===== src/rtl/idli_pkg.sv =====
// ----------------------------------------------------------------------------
// idli_pkg
//   Shared definitions for the idli core slice-serial datapath and its
//   peripherals. The core moves one SLICE_W-bit slice per cycle, so one
//   datum takes NUM_SLICES cycles, which is also the length of an
//   instruction window.
//
//   Contents:
//     NUM_IO_PINS  default pin count for the GPIO controller
//     SLICE_W      bits per data slice
//     NUM_SLICES   slices per datum / cycles per op
//     CTR_W        width of the core slice counter (at least 1)
//     DATA_W       full datum width
//     slice_t      one data slice
//     data_t       one full datum
//     pin_op_t     GPIO controller operation code (3 bits)
//     is_rd_op     true for ops that return data on o_slice
// ----------------------------------------------------------------------------
package idli_pkg;

    localparam int unsigned NUM_IO_PINS = 4;
    localparam int unsigned SLICE_W     = 4;
    localparam int unsigned NUM_SLICES  = 4;
    localparam int unsigned CTR_W       = (NUM_SLICES > 1) ? $clog2(NUM_SLICES) : 1;
    localparam int unsigned DATA_W      = SLICE_W * NUM_SLICES;

    typedef logic [SLICE_W-1:0] slice_t;
    typedef logic [DATA_W-1:0]  data_t;

    typedef enum logic [2:0] {
        OP_NOP   = 3'd0,
        OP_READ  = 3'd1,
        OP_WRITE = 3'd2,
        OP_SET   = 3'd3,
        OP_CLR   = 3'd4,
        OP_EDGE  = 3'd5
    } pin_op_t;

    // READ and EDGE are the only ops that drive o_slice.
    function automatic logic is_rd_op(input pin_op_t op);
        return (op == OP_READ) || (op == OP_EDGE);
    endfunction

endpackage


===== src/rtl/idli_sync_m.sv =====
// ----------------------------------------------------------------------------
// idli_sync_m
//   One-bit multi-flop synchroniser for an asynchronous input. The input is
//   visible on o_q after STAGES rising clock edges.
//
//   Parameters:
//     STAGES   number of flops in the chain (>= 2)
//   Ports:
//     i_clk    clock
//     i_rst    asynchronous active-high reset, clears the chain
//     i_d      asynchronous input bit
//     o_q      synchronised output bit
// ----------------------------------------------------------------------------
module idli_sync_m #(
    parameter int unsigned STAGES = 2
) (
    input  logic i_clk,
    input  logic i_rst,
    input  logic i_d,
    output logic o_q
);

    logic [STAGES-1:0] chain;

    always_ff @(posedge i_clk or posedge i_rst) begin
        if (i_rst) begin
            chain <= '0;
        end else begin
            chain <= {chain[STAGES-2:0], i_d};
        end
    end

    assign o_q = chain[STAGES-1];

endmodule


===== src/rtl/idli_pin_ctrl_m.sv =====
// ----------------------------------------------------------------------------
// idli_pin_ctrl_m
//   General-purpose I/O pin controller. Input pins are synchronised and
//   watched for rising edges, which set sticky per-pin flags. Output pins are
//   registered. The core talks to the block with slice-serial ops, one
//   SLICE_W-bit slice per cycle across a NUM_SLICES-cycle window that starts
//   when i_ctr is 0.
//
//   Ops:
//     NOP    nothing
//     READ   return synchronised pin levels, LSB slice first
//     EDGE   return sticky edge flags; flags read as 1 clear at the end
//     WRITE  o_pins <= datum
//     SET    o_pins <= o_pins | datum
//     CLR    o_pins <= o_pins & ~datum
//
//   Parameters:
//     NUM_PINS     number of input pins and output pins
//     SLICE_W      bits per slice
//     NUM_SLICES   slices per datum / cycles per op
//     SYNC_STAGES  synchroniser flops per input pin (>= 2)
//   Ports:
//     i_clk     clock
//     i_rst     asynchronous active-high reset
//     i_pins    asynchronous input pins
//     o_pins    registered output pins
//     i_ctr     core slice counter, 0..NUM_SLICES-1
//     i_op_vld  op start, honoured only when i_ctr == 0
//     i_op      operation code
//     i_slice   operand slice for the current i_ctr
//     o_slice   result slice for the current i_ctr (combinational)
//     o_edge    OR of all sticky edge flags
// ----------------------------------------------------------------------------
module idli_pin_ctrl_m #(
    parameter  int unsigned NUM_PINS    = idli_pkg::NUM_IO_PINS,
    parameter  int unsigned SLICE_W     = idli_pkg::SLICE_W,
    parameter  int unsigned NUM_SLICES  = idli_pkg::NUM_SLICES,
    parameter  int unsigned SYNC_STAGES = 2,
    localparam int unsigned CTR_W       = (NUM_SLICES > 1) ? $clog2(NUM_SLICES) : 1
) (
    input  logic                i_clk,
    input  logic                i_rst,
    input  logic [NUM_PINS-1:0] i_pins,
    output logic [NUM_PINS-1:0] o_pins,
    input  logic [CTR_W-1:0]    i_ctr,
    input  logic                i_op_vld,
    input  idli_pkg::pin_op_t   i_op,
    input  logic [SLICE_W-1:0]  i_slice,
    output logic [SLICE_W-1:0]  o_slice,
    output logic                o_edge
);

    import idli_pkg::*;

    localparam int unsigned      DATA_W    = SLICE_W * NUM_SLICES;
    localparam logic [CTR_W-1:0] LAST_STEP = CTR_W'(NUM_SLICES - 1);

    // Input side
    logic [NUM_PINS-1:0] sync;
    logic [NUM_PINS-1:0] sync_prev;
    logic [NUM_PINS-1:0] rise;
    logic [NUM_PINS-1:0] flags;

    // Op sequencing
    pin_op_t             op_q;
    pin_op_t             cur_op;
    logic                busy_q;
    logic                start;
    logic                active;
    logic                last;
    logic [CTR_W-1:0]    step_q;
    logic [CTR_W-1:0]    cur_step;

    // Read path
    logic [NUM_PINS-1:0] snap;
    logic [NUM_PINS-1:0] rd_src;
    logic [NUM_PINS-1:0] rd_val;
    logic [NUM_PINS-1:0] clr_mask;

    // Write path
    logic [DATA_W-1:0]   acc_q;
    logic [DATA_W-1:0]   acc_nxt;
    logic [NUM_PINS-1:0] pins_d;

    for (genvar p = 0; p < NUM_PINS; p++) begin : g_sync
        idli_sync_m #(
            .STAGES (SYNC_STAGES)
        ) u_sync (
            .i_clk (i_clk),
            .i_rst (i_rst),
            .i_d   (i_pins[p]),
            .o_q   (sync[p])
        );
    end

    always_comb begin
        // A window is tracked by its own step counter once started, so the op
        // finishes even if the core counter does something unexpected, and a
        // fresh start is not accepted while one is still in flight.
        start    = i_op_vld && (i_ctr == '0) && !busy_q;
        active   = start || busy_q;
        cur_op   = OP_NOP;
        if (start) begin
            cur_op = i_op;
        end else if (busy_q) begin
            cur_op = op_q;
        end
        cur_step = start ? '0 : step_q;
        last     = active && (cur_step == LAST_STEP);

        rise     = sync & ~sync_prev;

        // Slice 0 bypasses the snapshot so the first slice is returned in the
        // same cycle the op is issued; later slices come from the snapshot.
        rd_src   = (cur_op == OP_EDGE) ? flags : sync;
        rd_val   = start ? rd_src : snap;

        o_slice  = '0;
        if (is_rd_op(cur_op)) begin
            o_slice = SLICE_W'(DATA_W'(rd_val) >> (32'(i_ctr) * SLICE_W));
        end

        // Operand arrives LSB slice first: shift right, insert at the top.
        // After NUM_SLICES shifts slice 0 sits at the bottom.
        acc_nxt  = (acc_q >> SLICE_W) | (DATA_W'(i_slice) << (DATA_W - SLICE_W));
        pins_d   = NUM_PINS'(acc_nxt);

        // Only flags that were returned as 1 are cleared.
        clr_mask = (last && (cur_op == OP_EDGE)) ? rd_val : '0;
    end

    always_ff @(posedge i_clk or posedge i_rst) begin
        if (i_rst) begin
            sync_prev <= '0;
            flags     <= '0;
            snap      <= '0;
            acc_q     <= '0;
            op_q      <= OP_NOP;
            busy_q    <= 1'b0;
            step_q    <= '0;
            o_pins    <= '0;
        end else begin
            sync_prev <= sync;
            // New rising edges are ORed in after the clear, so an edge landing
            // in the clear cycle survives.
            flags     <= (flags & ~clr_mask) | rise;

            if (start) begin
                snap <= rd_src;
            end

            if (active) begin
                acc_q <= acc_nxt;
                if (last) begin
                    busy_q <= 1'b0;
                    op_q   <= OP_NOP;
                    step_q <= '0;
                end else begin
                    busy_q <= 1'b1;
                    op_q   <= cur_op;
                    step_q <= cur_step + CTR_W'(1);
                end
            end

            if (last) begin
                case (cur_op)
                    OP_WRITE: o_pins <= pins_d;
                    OP_SET:   o_pins <= o_pins | pins_d;
                    OP_CLR:   o_pins <= o_pins & ~pins_d;
                    default:  ;
                endcase
            end
        end
    end

    assign o_edge = |flags;

endmodule


===== config.mk =====
export PLATFORM = sky130hd
export DESIGN_NAME = idli_pin_ctrl_m
export DESIGN_NICKNAME = d
export VERILOG_FILES = /design/src/rtl/idli_pkg.sv /design/src/rtl/idli_sync_m.sv /design/src/rtl/idli_pin_ctrl_m.sv
export SDC_FILE = /design/constraint.sdc
export NUM_CORES = 1
export LEC_CHECK = 0
export ABC_AREA = 1
export CORE_UTILIZATION = 53
export DETAILED_ROUTE_END_ITERATION = 16
export GPL_TIMING_DRIVEN = 0
export HOLD_SLACK_MARGIN = 0.05
export PLACE_DENSITY = 0.78
export SYNTH_ARGS = -nofsm -noshare
export SYNTH_HDL_FRONTEND = slang
export SYNTH_SLANG_ARGS = --single-unit

===== constraint.sdc =====
create_clock -name i_clk -period 1.7 [get_ports i_clk]
set_clock_uncertainty 0.05 [all_clocks]
set_input_delay 0.34 -clock i_clk [delete_from_list [all_inputs] [get_ports i_clk]]
set_output_delay 0.34 -clock i_clk [all_outputs]
set_load 0.02 [all_outputs]

* Word-level counts from Yosys, hierarchy flattened
Cells that the tools add are included.
** Word-level totals
- Flip-flop bits (word level) :: 46
- Input bits :: 16
- Word-level logic and storage cells :: 51
** Operators by class
- Add/subtract/negate cells :: 1
- Eq/ne operators :: 6
- Shifts and indexed selects :: 1
- Multiplexer cells :: 11
- Bitwise operators :: 9
- Reduce and logical (&&, ||, !) cells :: 11
** Operator list (number)
- $mux 4 :: 4
- $or 12x16->16 :: 1
- $and 4x4->4 :: 3
- $not 4->4 :: 3
- $pmux 4 s3 :: 1
- $mux 3 :: 3
- $or 4x4->4 :: 2
- $eq 3x2->1 const B :: 2
- $eq 3x3->1 const B :: 2
- $logic_and 1x1->1 :: 4
- $mux 2 :: 2
- $reduce_or 4->1 :: 1
- $shr 4x4->4 :: 1
- $eq 3x1->1 const B :: 1
- $reduce_bool 3->1 :: 1
- $add 2x1->2 const B :: 1
- $eq 2x2->1 const B :: 1
- $logic_not 2->1 :: 1
- $logic_or 1x1->1 :: 2
- $reduce_and 2->1 :: 1
- $logic_not 1->1 :: 1
- $mux 1 :: 1

* Longest topological paths before layout
Gate-level depths: netlist of run 1.
- Depth after elaboration :: 11
- Depth in mapped cells :: 14

* Modules after synthesis
A second synthesis of run 1 with hierarchy kept.
** Unflattened totals
- Cells, all modules :: 193
- Area, all modules :: 1798.0 um^2
** By module, submodules not included
- idli_pin_ctrl_m :: times used 1, cells each 181, area each 1582.8 um^2
- idli_sync_m :: times used 4, cells each 3, area each 53.8 um^2

* Worst setup path after synthesis of run 1
No wires, ideal clock.
- Path kind :: flip-flop to output port
- From :: register busy_q
- To :: output port o_slice[0]
- Arrival time :: 1384 ps
- Setup slack :: -74 ps
- Stages on the path, launching flop included :: 10
- Cell sequence :: dfrtp_1 > inv_2 > nand4_2 > nand2_4 > inv_8 > nand3_4 > nand2_1 > nand3_1 > nand2_1 > nor2_1
** On the way
- Cells in the longest elaborated chain, start to end :: 8
- Elaborated cells on any way between the ends :: 11
- Classes of those cells :: eq/ne (2); shift (1); mux (5); reduce/logical (3)
** RTL lines
- start: declaration :: RTL line idli_pin_ctrl_m.sv:67 : logic busy_q;
- start signal: assignment :: RTL line idli_pin_ctrl_m.sv:139 : busy_q <= 1'b0;
- start signal: assignment :: RTL line idli_pin_ctrl_m.sv:155 : busy_q <= 1'b0;
- start signal: assignment :: RTL line idli_pin_ctrl_m.sv:159 : busy_q <= 1'b1;
- $logic_not 1->1 :: RTL line idli_pin_ctrl_m.sv:100 : start = i_op_vld && (i_ctr == '0) && !busy_q;
- $logic_and 1x1->1 :: RTL line idli_pin_ctrl_m.sv:100
- $mux 3 :: RTL line idli_pin_ctrl_m.sv:103 : if (start) begin
- $eq 3x3->1 :: RTL line idli_pkg.sv:41, idli_pin_ctrl_m.sv:115
- $mux 4 :: RTL line idli_pin_ctrl_m.sv:115 : rd_src = (cur_op == OP_EDGE) ? flags : sync;
- $mux 4
- $shr 4x4->4 :: RTL line idli_pin_ctrl_m.sv:120 : o_slice = SLICE_W'(DATA_W'(rd_val) >> (32'(i_ctr) * SLICE_W));
- $mux 4 * :: RTL line idli_pin_ctrl_m.sv:119 : if (is_rd_op(cur_op)) begin
- end: declaration :: RTL line idli_pin_ctrl_m.sv:49 : output logic [SLICE_W-1:0] o_slice,
Mark *: on every way between the ends. The rest lies on a longest branch, timed or not.

* Worst setup path in the final report of run 1
- From :: register busy_q
- To :: output port o_slice[3]
The elaborated chain is that of the path after synthesis.

==> impl_metrics.tcl, run 1 <==
set metrics [dict create \
    crit_fanout 8 \
    layout_setup_ws_ps -478 \
    vias 1448 \
    ioPinCount 25 \
    critical_path.startpoint_type "flop" \
    worst_slew_pin_slew_ps 841 \
    drtIter0Drc 60 \
    num_rows 20 \
    cts-root-buf "clkbuf_4" \
    drive_gt1_share_pct 35.0 \
    p_leak_uw 0.00120 \
    place_area_mm2 0.00214 \
    power_density_mw_per_mm2 1380 \
    cts_buffers 5 \
    cp-end-kind "output pin" \
    drt-pass1-iter-count 4 \
    cp.arrival_ps 1790 \
    syn_nets 204 \
    ys_seq_area_share_pct 57.5 \
    fin_nets 259 \
    use_met2_pct 35.5 \
    grt_use_total_pct 21.3 \
    clk_pin_slew_worst_paths_ps 120 \
    drc 0 \
    cts_hold_buf 0 \
    syn_area_per_cell_um2 9.78 \
    start_util_pct 58.0 \
    die_h_um 60.8 \
    netlist_area_mm2 0.00183 \
    wl_per_cell_um 13.8 \
    cts_tree "done" \
    portBuffers 24 \
    core_region_area_mm2 0.00315 \
    use_met1_pct 25.4 \
    grt_max_degree 43 \
    grt_pass1_wl_um 5540 \
    cp_slowest_cell "dfrtp_2" \
    gp_congestion 0.770 \
    final_cell_area_mm2 0.00251 \
    grt_busiest_layer "met2" \
    hold_path_class "flop to flop" \
    pre_cts_ws_ps -1020 \
    clock_sinks 42 \
    dieArea_mm2 0.00369 \
    period_share_pct 128 \
    setup.worst_path.start "busy_q" \
    antenna_found_initial 0 \
    area_growth_pct 37.1 \
    grt_overflow 0 \
    rsz0062_at_grt "true" \
    met3_usage_pct 7.25 \
    dp_hpwl_um 2200 \
    violations "setup timing" \
    synth_cell_types 28 \
    syn_inst 187 \
    h-tree-depth 2 \
    worst_ir_drop_vdd_mv 1.03 \
    status "finished, violations left" \
    worstReg2RegStart "busy_q" \
    antenna_cells 0 \
    ys_ff_latch 42 \
    vias_per_cell 5.05 \
    crit_path_cell_trace "buf_4 > nand2_1 > nand2_4 > nand3_4 > nand2_1 > nand3_2 > nand2_2 > nor2_2 > buf_4" \
    period_needed_ps 2180 \
    totalWireLength_um 3970 \
    cap_violations 0 \
    die_x_um 60.8 \
    final-hold-violation-count 0 \
    setup_viol 13 \
    slowest_delay_ps 470 \
    critPathKind "flop to output pin" \
    grt_pass1_vias 1298 \
    worstHoldStart "g_sync[3].u_sync.chain[0]" \
    fmax_mhz 459 \
    slew_violations 0 \
    slew_headroom_pct 43.9 \
    clock_insertion_delay_worst_skew_ps 350 \
    yosysWarnings 0 \
    required_ps 1310 \
    ant_nets 0 \
    clk_path_buf_depth 2 \
]
per-stage QoR:
stage / std cells / util, % / setup TNS, ps / hold slack, ps / power (uW)
3_3_place_gp: 255 / 67.9 / -30410 / 282 / 2350
5_1_grt: 287 / 79.5 / -5700 / 327 / 3670
4_1_cts: 275 / 74.4 / -4160 / 320 / 3270
6_report: 287 / 79.5 / -4000 / 316 / 3470
3_5_place_dp: 255 / 67.9 / -14880 / 292 / 2400
2_1_floorplan: 187 / - / -77.3 / 281 / 2150
sequential cells by signal (all words and copies together), names as in the netlist:
name and flops:
acc_q 12, snap 4, g_sync.u_sync.chain 8, o_pins 4
flags 4, op_q 3, step_q 2, busy_q 1
sync_prev 4
cells by family after synthesis:
group                      count (synthesis)  share of synthesized area, %
AOI/OAI and AO/OA                         18                          6.22
adders and majority gates                  1                         0.684
buffers and inverters                     24                          5.88
DFF                                       42                          57.5
and+or+nand+nor                          102                          29.8
synthesized netlist by cell type, drive strengths merged:
library cell | instances | area (um2)
a21oi | 2 | 25.0
a22o | 2 | 18.8
clkbuf | 2 | 7.51
dfrtp | 42 | 1050
ha | 1 | 12.5
inv | 22 | 100
nand2 | 69 | 297
nand3 | 10 | 62.6
nand4 | 7 | 62.6
nor2 | 10 | 73.8
nor3 | 1 | 16.3
o21ai | 14 | 70.1
or2 | 4 | 25.0
or4 | 1 | 7.51
critical path, delay by kind of cell, from the launching register on:
kind,cells,cell delay [ps]
simple gates,7,650
flops,1,470
buf+inv,2,310
cell usage in the layout (no fill, tap or decap), types with 3 or more instances in the layout:
master	n
buf_4	25
clkbuf_4	5
clkdlybuf4s50_1	12
dfrtp_1	41
dlygate4sd2_1	7
inv_1	15
inv_2	3
inv_4	3
nand2_1	56
nand2_2	8
nand2_4	5
nand3_1	4
nand3_2	4
nand4_1	4
nor2_2	5
nor2_4	5
o21ai_0	8
o21ai_1	5
or2_1	3
power breakdown:
group | switching [uW] | leakage (uW) | total (uW) | internal (uW)
Clock | 324 | 0.0000554 | 784 | 460
Combinational | 776 | 0.000643 | 1270 | 492
Sequential | 143 | 0.000497 | 1420 | 1270
Total | 1240 | 0.00120 | 3470 | 2220
metal layers:
layer | wire length, um | share of wire (%)
met1 | 1680 | 42
met2 | 2070 | 52
met3 | 159 | 4.0
met4 | 61 | 1.5
met5 | 0 | 0
worst paths after layout:
| check | endpoint | slack [ps] | depth (start not counted) |
|---|---|---|---|
| setup reg to reg | flags[3] | -330 | 14 |
| setup / recovery | o_slice[3] | -480 | 9 |
| hold reg to reg | g_sync[3].u_sync.chain[1] | 320 | 0 |
| min in group asynchronous | flags[3] | 410 | 2 |
| hold / removal | g_sync[3].u_sync.chain[1] | 320 | 0 |
| max in group asynchronous | busy_q | 610 | 2 |
area by class of cell:
type	instances	area, um2
buffer	2	7.51
sequential	42	1050
tap	44	55.1
fill	202	646
multi-input combinational	122	786
clock inverter	3	68.8
clock buffer	5	37.5
timing repair buffer	46	392
timing repair inverter	1	6.26
inverter	22	103
timing repair:
| action | CTS | global route |
|---|---|---|
| pin swaps | 10 | 10 |
| setup endpoints to repair | 22 | 19 |
| setup buffers | 11 | 11 |
| cloned | 1 | 1 |
| hold endpoints to repair | 0 | 0 |
| gates resized for setup | 40 | 20 |
(Power assumes the default switching activity.)
==> run 2, diff against run 1 <==
--- a/config.mk
+++ b/config.mk
@@ -13,4 +13,6 @@
 export PLACE_DENSITY = 0.78
 export SYNTH_ARGS = -nofsm -noshare
 export SYNTH_HDL_FRONTEND = slang
+export SYNTH_HIERARCHICAL = 1
 export SYNTH_SLANG_ARGS = --single-unit
+export TNS_END_PERCENT = 20
==> run 2 against run 1 <==
Effect of this change: sequential cell count is the same; the run still ends with setup timing left; maximum frequency grew 0.26%; utilization is 5.2 points lower; largest cell class unchanged; total power decreased by 6.3%.
==> impl_metrics.tcl, run 2 <==
set metrics [dict create \
    cts-root-buf "clkbuf_4" \
    crit_fanout 4 \
    slew_headroom_pct 52.1 \
    clock_sinks 42 \
    drtIter0Drc 48 \
    fin_nets 254 \
    drive_gt1_share_pct 26.5 \
    critPathKind "flop to output pin" \
    worst-path-buf-inv 4 \
    antenna_cells 0 \
    ys_seq_area_share_pct 58.5 \
    status "finished, violations left" \
    cp-end-kind "output pin" \
    grt_use_total_pct 24.3 \
    period_needed_ps 2170 \
    clkPwrFrac_pct 16.1 \
    violations "setup timing" \
    intPower_uw 2020 \
    p_leak_uw 0.00113 \
    ys_ff_latch 42 \
    setup_tns_ps -2540 \
    core_region_area_mm2 0.00313 \
    drc 0 \
    synthFlopType "dfrtp_1" \
    dp_hpwl_um 2540 \
    power_switching_uw 1220 \
    synth_edf_count 0 \
    reg_top3 "acc_q: 12 flops, g_sync.u_sync/chain: 8 flops" \
    antenna_found_initial 0 \
    place_area_mm2 0.00210 \
    yosysWarnings 6 \
    ant_nets 0 \
    cp.arrival_ps 1780 \
    top_register "acc_q" \
    clk_pin_slew_worst_paths_ps 120 \
    fin_cells 282 \
    h-tree-depth 2 \
    async_flop_share_pct 100 \
    layout_commonest_cell "nand2_1" \
    cts_buffers 5 \
    cts_tree "done" \
    path_delay_family "simple AND/OR/NAND/NOR gates" \
    die_h_um 60.2 \
    area_growth_pct 29.2 \
    final_cell_area_mm2 0.00232 \
    dp_cells 261 \
    setup_viol 15 \
    cts_hold_buf 0 \
    vias_per_cell 4.99 \
    syn_nets 210 \
    slew_violations 0 \
    ioPinCount 25 \
    vias 1406 \
    worst_ir_drop_vdd_mv 0.967 \
    clk_path_buf_depth 2 \
    num_rows 20 \
    yosysTopAreaCell "dfrtp_1" \
    final-hold-violation-count 0 \
    synth_common_cells "nand2_1 (49), dfrtp_1 (42), inv_1 (27)" \
    netlist_area_mm2 0.00180 \
    yosysTopAreaCellShare_pct 58.5 \
    cap_violations 0 \
    critical_path.startpoint_type "flop" \
    comb_power_share_pct 39.4 \
    largest_reg_flops 12 \
    rsz0062_at_grt "true" \
    gp_congestion 0.784 \
    crit_path_cell_trace "buf_6 > nand2_1 > nand2_2 > clkinv_4 > buf_12 > nand4_1 > nand3_2 > nand2_2 > nor2_2 > buf_6" \
    cp_slowest_cell "dfrtp_2" \
    grt_pass1_vias 1408 \
    seq_power_share_pct 44.5 \
    final-seq-area_mm2 0.00105 \
    final_cell_mix "nand2_1 (45), dfrtp_1 (41), inv_1 (26)" \
    pre_cts_ws_ps -1060 \
    layout_setup_ws_ps -472 \
    grt_pass1_wl_um 6190 \
    synth.most_common_cell "nand2_1" \
    fmax_mhz 460 \
    wl_per_cell_um 13.2 \
    grt_max_degree 35 \
    syn_area_per_cell_um2 9.32 \
    die_x_um 60.2 \
    dieArea_mm2 0.00363 \
    period_share_pct 128 \
    p_sw_share_pct 37.7 \
    clock_insertion_delay_worst_skew_ps 360 \
    required_ps 1310 \
    multi_input_area_um2 646 \
    portBuffers 24 \
    n_fill_cell 232 \
    totalWireLength_um 3720 \
    ys_top_cells_by_area "dfrtp_1 (58%), nand2_1 (10%), inv_1 (5.6%), nand3_1 (3.3%), o21ai_0 (3.3%)" \
    start_util_pct 57.5 \
    syn_inst 193 \
    grt_overflow 0 \
    drt-pass1-iter-count 4 \
    synth_cell_types 26 \
    slowest_delay_ps 450 \
    hold_path_class "input pin to asynchronous set/reset pin" \
    power_density_mw_per_mm2 1400 \
    worst_slew_pin_slew_ps 718 \
]
==> run 2: worst paths after layout <==
path	from	to	slack [ps]	depth (start not counted)
max in group asynchronous	i_rst	busy_q	680	2
min in group i_clk	g_sync[0].u_sync/chain[0]	g_sync[0].u_sync/chain[1]	320	0
max	busy_q	o_slice[3]	-470	10
max reg2reg	busy_q	op_q[1]	-50	9
min reg2reg	g_sync[0].u_sync/chain[0]	g_sync[0].u_sync/chain[1]	320	0
min	i_rst	g_sync[2].u_sync/chain[1]	220	2
==> run 2: layout make-up <==
| cell class | count | share of cell area, % |
|---|---|---|
| Sequential cell | 42 | 45.3 |
| Multi-Input combinational cell | 118 | 27.8 |
| Timing Repair Buffer | 37 | 15.9 |
| Inverter | 31 | 5.49 |
| Tap cell | 44 | 2.37 |
| Clock buffer | 6 | 2.21 |
| Clock inverter | 2 | 0.539 |
| Buffer | 2 | 0.377 |
==> run 2: routing by layer <==
layer  GRT usage (%)  part of all wire (%)  wire length, um
met1            30.6                    43             1590
met2            38.8                    51             1890
met3            7.36                   4.1              152
met4            9.97                   2.2               81
met5               0                     0                0
==> run 2: through the flow <==
stage / power (uW) / util, % / hold slack (ps)
after floorplan: 2190 / - / 31.2
after global placement: 2440 / 67.2 / 286
after detailed placement: 2530 / 67.2 / 294
after CTS: 3220 / 73.7 / 219
after global routing: 3460 / 74.3 / 232
final: 3250 / 74.3 / 223
==> run 2: timing repair <==
action	in CTS	in global routing
endpoints found under the hold margin	0	0
endpoints found under the setup margin	23	18
pin swaps	18	11
gates resized for setup	44	1
setup buffers	11	2
==> run 2: power groups by stage <==
| stage | clock network (uW) | registers, uW | logic (uW) |
|---|---|---|---|
| after global placement | 0 | 1450 | 995 |
| after global routing | 569 | 1480 | 1420 |
| final | 521 | 1450 | 1280 |
| after floorplan | 0 | 1470 | 716 |
| after detailed placement | 0 | 1480 | 1050 |
| after CTS | 533 | 1450 | 1240 |
==> run 2: worst register-to-register path, cell delays in order, from the launching register on <==
cell and delay (ps):
dfrtp_2 450, buf_6 140, nor2_4 130, inv_1 110, nand2_1 70, inv_1 50
ha_1 200, nand2_2 130, inv_1 130, o21ai_0 200
==> run 2: logic make-up (layout without fill, tap and decap cells) <==
logic type	after synthesis	count (layout)	share of synthesized area, %
AND/OR/NAND/NOR	96	96	27.1
buffers and inverters	33	78	7.24
AO/OA/AOI/OAI	21	21	6.47
adder cells (fa/ha/maj)	1	1	0.696
flip-flops	42	42	58.5
==> run 3, diff against run 2 <==
--- a/config.mk
+++ b/config.mk
@@ -6,6 +6,7 @@
 export NUM_CORES = 1
 export LEC_CHECK = 0
 export ABC_AREA = 1
+export ABC_CLOCK_PERIOD_IN_PS = 1700
 export CORE_UTILIZATION = 53
 export DETAILED_ROUTE_END_ITERATION = 16
 export GPL_TIMING_DRIVEN = 0
@@ -13,6 +14,5 @@
 export PLACE_DENSITY = 0.78
 export SYNTH_ARGS = -nofsm -noshare
 export SYNTH_HDL_FRONTEND = slang
-export SYNTH_HIERARCHICAL = 1
 export SYNTH_SLANG_ARGS = --single-unit
 export TNS_END_PERCENT = 20
==> run 3 against run 2 <==
Effect of this change: the run still ends with setup timing left; final cell count is 1.1% higher; cell area rose by 6.2%; global-route usage is 0.64 points lower.
==> impl_metrics.tcl, run 3 (synthesized netlist as in run 1, its figures left out) <==
set metrics [dict create \
    grt_pass1_wl_um 6090 \
    worst_ir_drop_vdd_mv 0.892 \
    fmax_mhz 455 \
    slowest_delay_ps 460 \
    r2r_setup_slack_ps -490 \
    clock_sinks 42 \
    totalWireLength_um 4240 \
    p_leak_uw 0.00118 \
    layout_setup_ws_ps -498 \
    period_share_pct 129 \
    antenna_cells 0 \
    violations "setup timing" \
    power_density_mw_per_mm2 1430 \
    vias 1502 \
    required_ps 1310 \
    fin_nets 257 \
    grt_overflow 0 \
    clk_path_buf_depth 2 \
    crit_fanout 6 \
    num_rows 20 \
    ioPinCount 25 \
    drtIter0Drc 63 \
    rsz0062_at_grt "true" \
    dp_cells 255 \
    cts_buffers 5 \
    die_h_um 60.8 \
    clock_insertion_delay_worst_skew_ps 360 \
    pre_cts_ws_ps -1060 \
    cp_slowest_cell "dfrtp_2" \
    critical_path.startpoint_type "flop" \
    setup_viol 20 \
    final-hold-violation-count 0 \
    cts_hold_buf 0 \
    top_register "acc_q" \
    final_cell_mix "nand2_1 (54), dfrtp_1 (41), buf_4 (23), inv_1 (16), clkdlybuf4s50_1 (12)" \
    final_cell_area_mm2 0.00247 \
    critPathKind "flop to output pin" \
    grt_pass1_vias 1375 \
    cp-end-kind "output pin" \
    cp.arrival_ps 1810 \
    dieArea_mm2 0.00369 \
    place_area_mm2 0.00213 \
    crit_path_cell_trace "inv_4 > nand4_4 > nand2_4 > nand4_1 > nand3_2 > nand2_2 > nor2_2 > buf_6" \
    grt_max_degree 43 \
    period_needed_ps 2200 \
    h-tree-depth 2 \
    slew_violations 0 \
    die_x_um 60.8 \
    status "finished, violations left" \
    use_met1_pct 28.2 \
    use_met2_pct 38.1 \
    slew_headroom_pct 44.2 \
    cts_tree "done" \
    drt-pass1-iter-count 4 \
    drc 0 \
    layout_commonest_cell "nand2_1" \
    cap_violations 0 \
    met3_usage_pct 7.46 \
    hold_path_class "flop to flop" \
    area_growth_pct 35.0 \
    worst_slew_pin_slew_ps 836 \
    fin_cells 285 \
    n_fill_cell 209 \
    wl_per_cell_um 14.9 \
    cts-root-buf "clkbuf_4" \
    gp_congestion 0.771 \
    grt_use_total_pct 23.6 \
    grt_busiest_layer "met2" \
    portBuffers 24 \
    clk_pin_slew_worst_paths_ps 130 \
    reg_top3 "acc_q: 12 flops, g_sync.u_sync.chain: 8 flops" \
    vias_per_cell 5.27 \
    drive_gt1_share_pct 32.8 \
    largest_reg_flops 12 \
    dp_hpwl_um 2310 \
    core_region_area_mm2 0.00315 \
    antenna_found_initial 0 \
    ant_nets 0 \
    start_util_pct 58.0 \
]
==> run 3: cell count changes in the layout (fill, tap and decap cells not counted), sizes merged <==
| cell | delta |
|---|---|
| clkinvlp | -2 |
| buf | +8 |
| nand3 | -6 |
| nor3 | +1 |
| a21oi | -3 |
| nor2 | -2 |
| a32o | -1 |
| a22o | +2 |
| clkinv | -1 |
| inv | -7 |
| o31ai | -1 |
| nand2 | +13 |
| bufinv | +2 |
==> run 3: cell type report <==
type                    instances  area [um2]  share of cell area [%]
plain buffers                   2        7.51                   0.304
clock buffers                   5        37.5                    1.52
clock inverters                 3        68.8                    2.79
inverters                      22         103                    4.16
multi-input cells             121         752                    30.5
flip-flops and latches         42        1050                    42.6
well taps                      44        55.1                    2.23
repair buffers                 46         393                    15.9
==> run 3: worst paths after layout <==
kind	start	endpoint	cells after the start
max reg2reg	busy_q	snap[1]	14
max in group asynchronous	i_rst	busy_q	2
min in group asynchronous	i_rst	flags[3]	2
min	g_sync[2].u_sync.chain[0]	g_sync[2].u_sync.chain[1]	0
max	busy_q	o_slice[0]	8
min reg2reg	g_sync[2].u_sync.chain[0]	g_sync[2].u_sync.chain[1]	0
==> run 3: what timing repair did <==
| item | in CTS | in global routing |
|---|---|---|
| setup buffers | 15 | 7 |
| gates resized for setup | 42 | 12 |
| gates cloned | 0 | 0 |
| pin swaps | 9 | 12 |
| endpoints found under the setup margin | 23 | 20 |
==> run 3: stage by stage <==
step / hold slack [ps] / total power (uW) / util [%] / TNS (ps)
final: 315 / 3540 / 78.3 / -5940
after global routing: 329 / 3750 / 78.3 / -8200
after CTS: 318 / 3400 / 75.4 / -3780
after detailed placement: 289 / 2400 / 67.5 / -16850
after global placement: 281 / 2340 / 67.5 / -31500
after floorplan: 281 / 2140 / - / -476
==> run 3: where the power goes <==
group / leakage (uW) / switching, uW / total [uW] / internal, uW
Clock: 0.0000554 / 331 / 791 / 460
Sequential: 0.000497 / 155 / 1430 / 1270
Combinational: 0.000629 / 781 / 1320 / 542
==> run 3: routing by layer <==
metal  vias to the layer above  routed length [um]
li1                        699                   -
met1                       737                1670
met2                        50                2240
met3                        16                 201
met4                         0                 129
met5                         -                   0
==> run 3: critical path: cells and delay by family (launching register included) <==
| family | cells | cell delay [ps] |
|---|---|---|
| buf+inv | 2 | 250 |
| flops | 1 | 460 |
| simple gates | 6 | 750 |
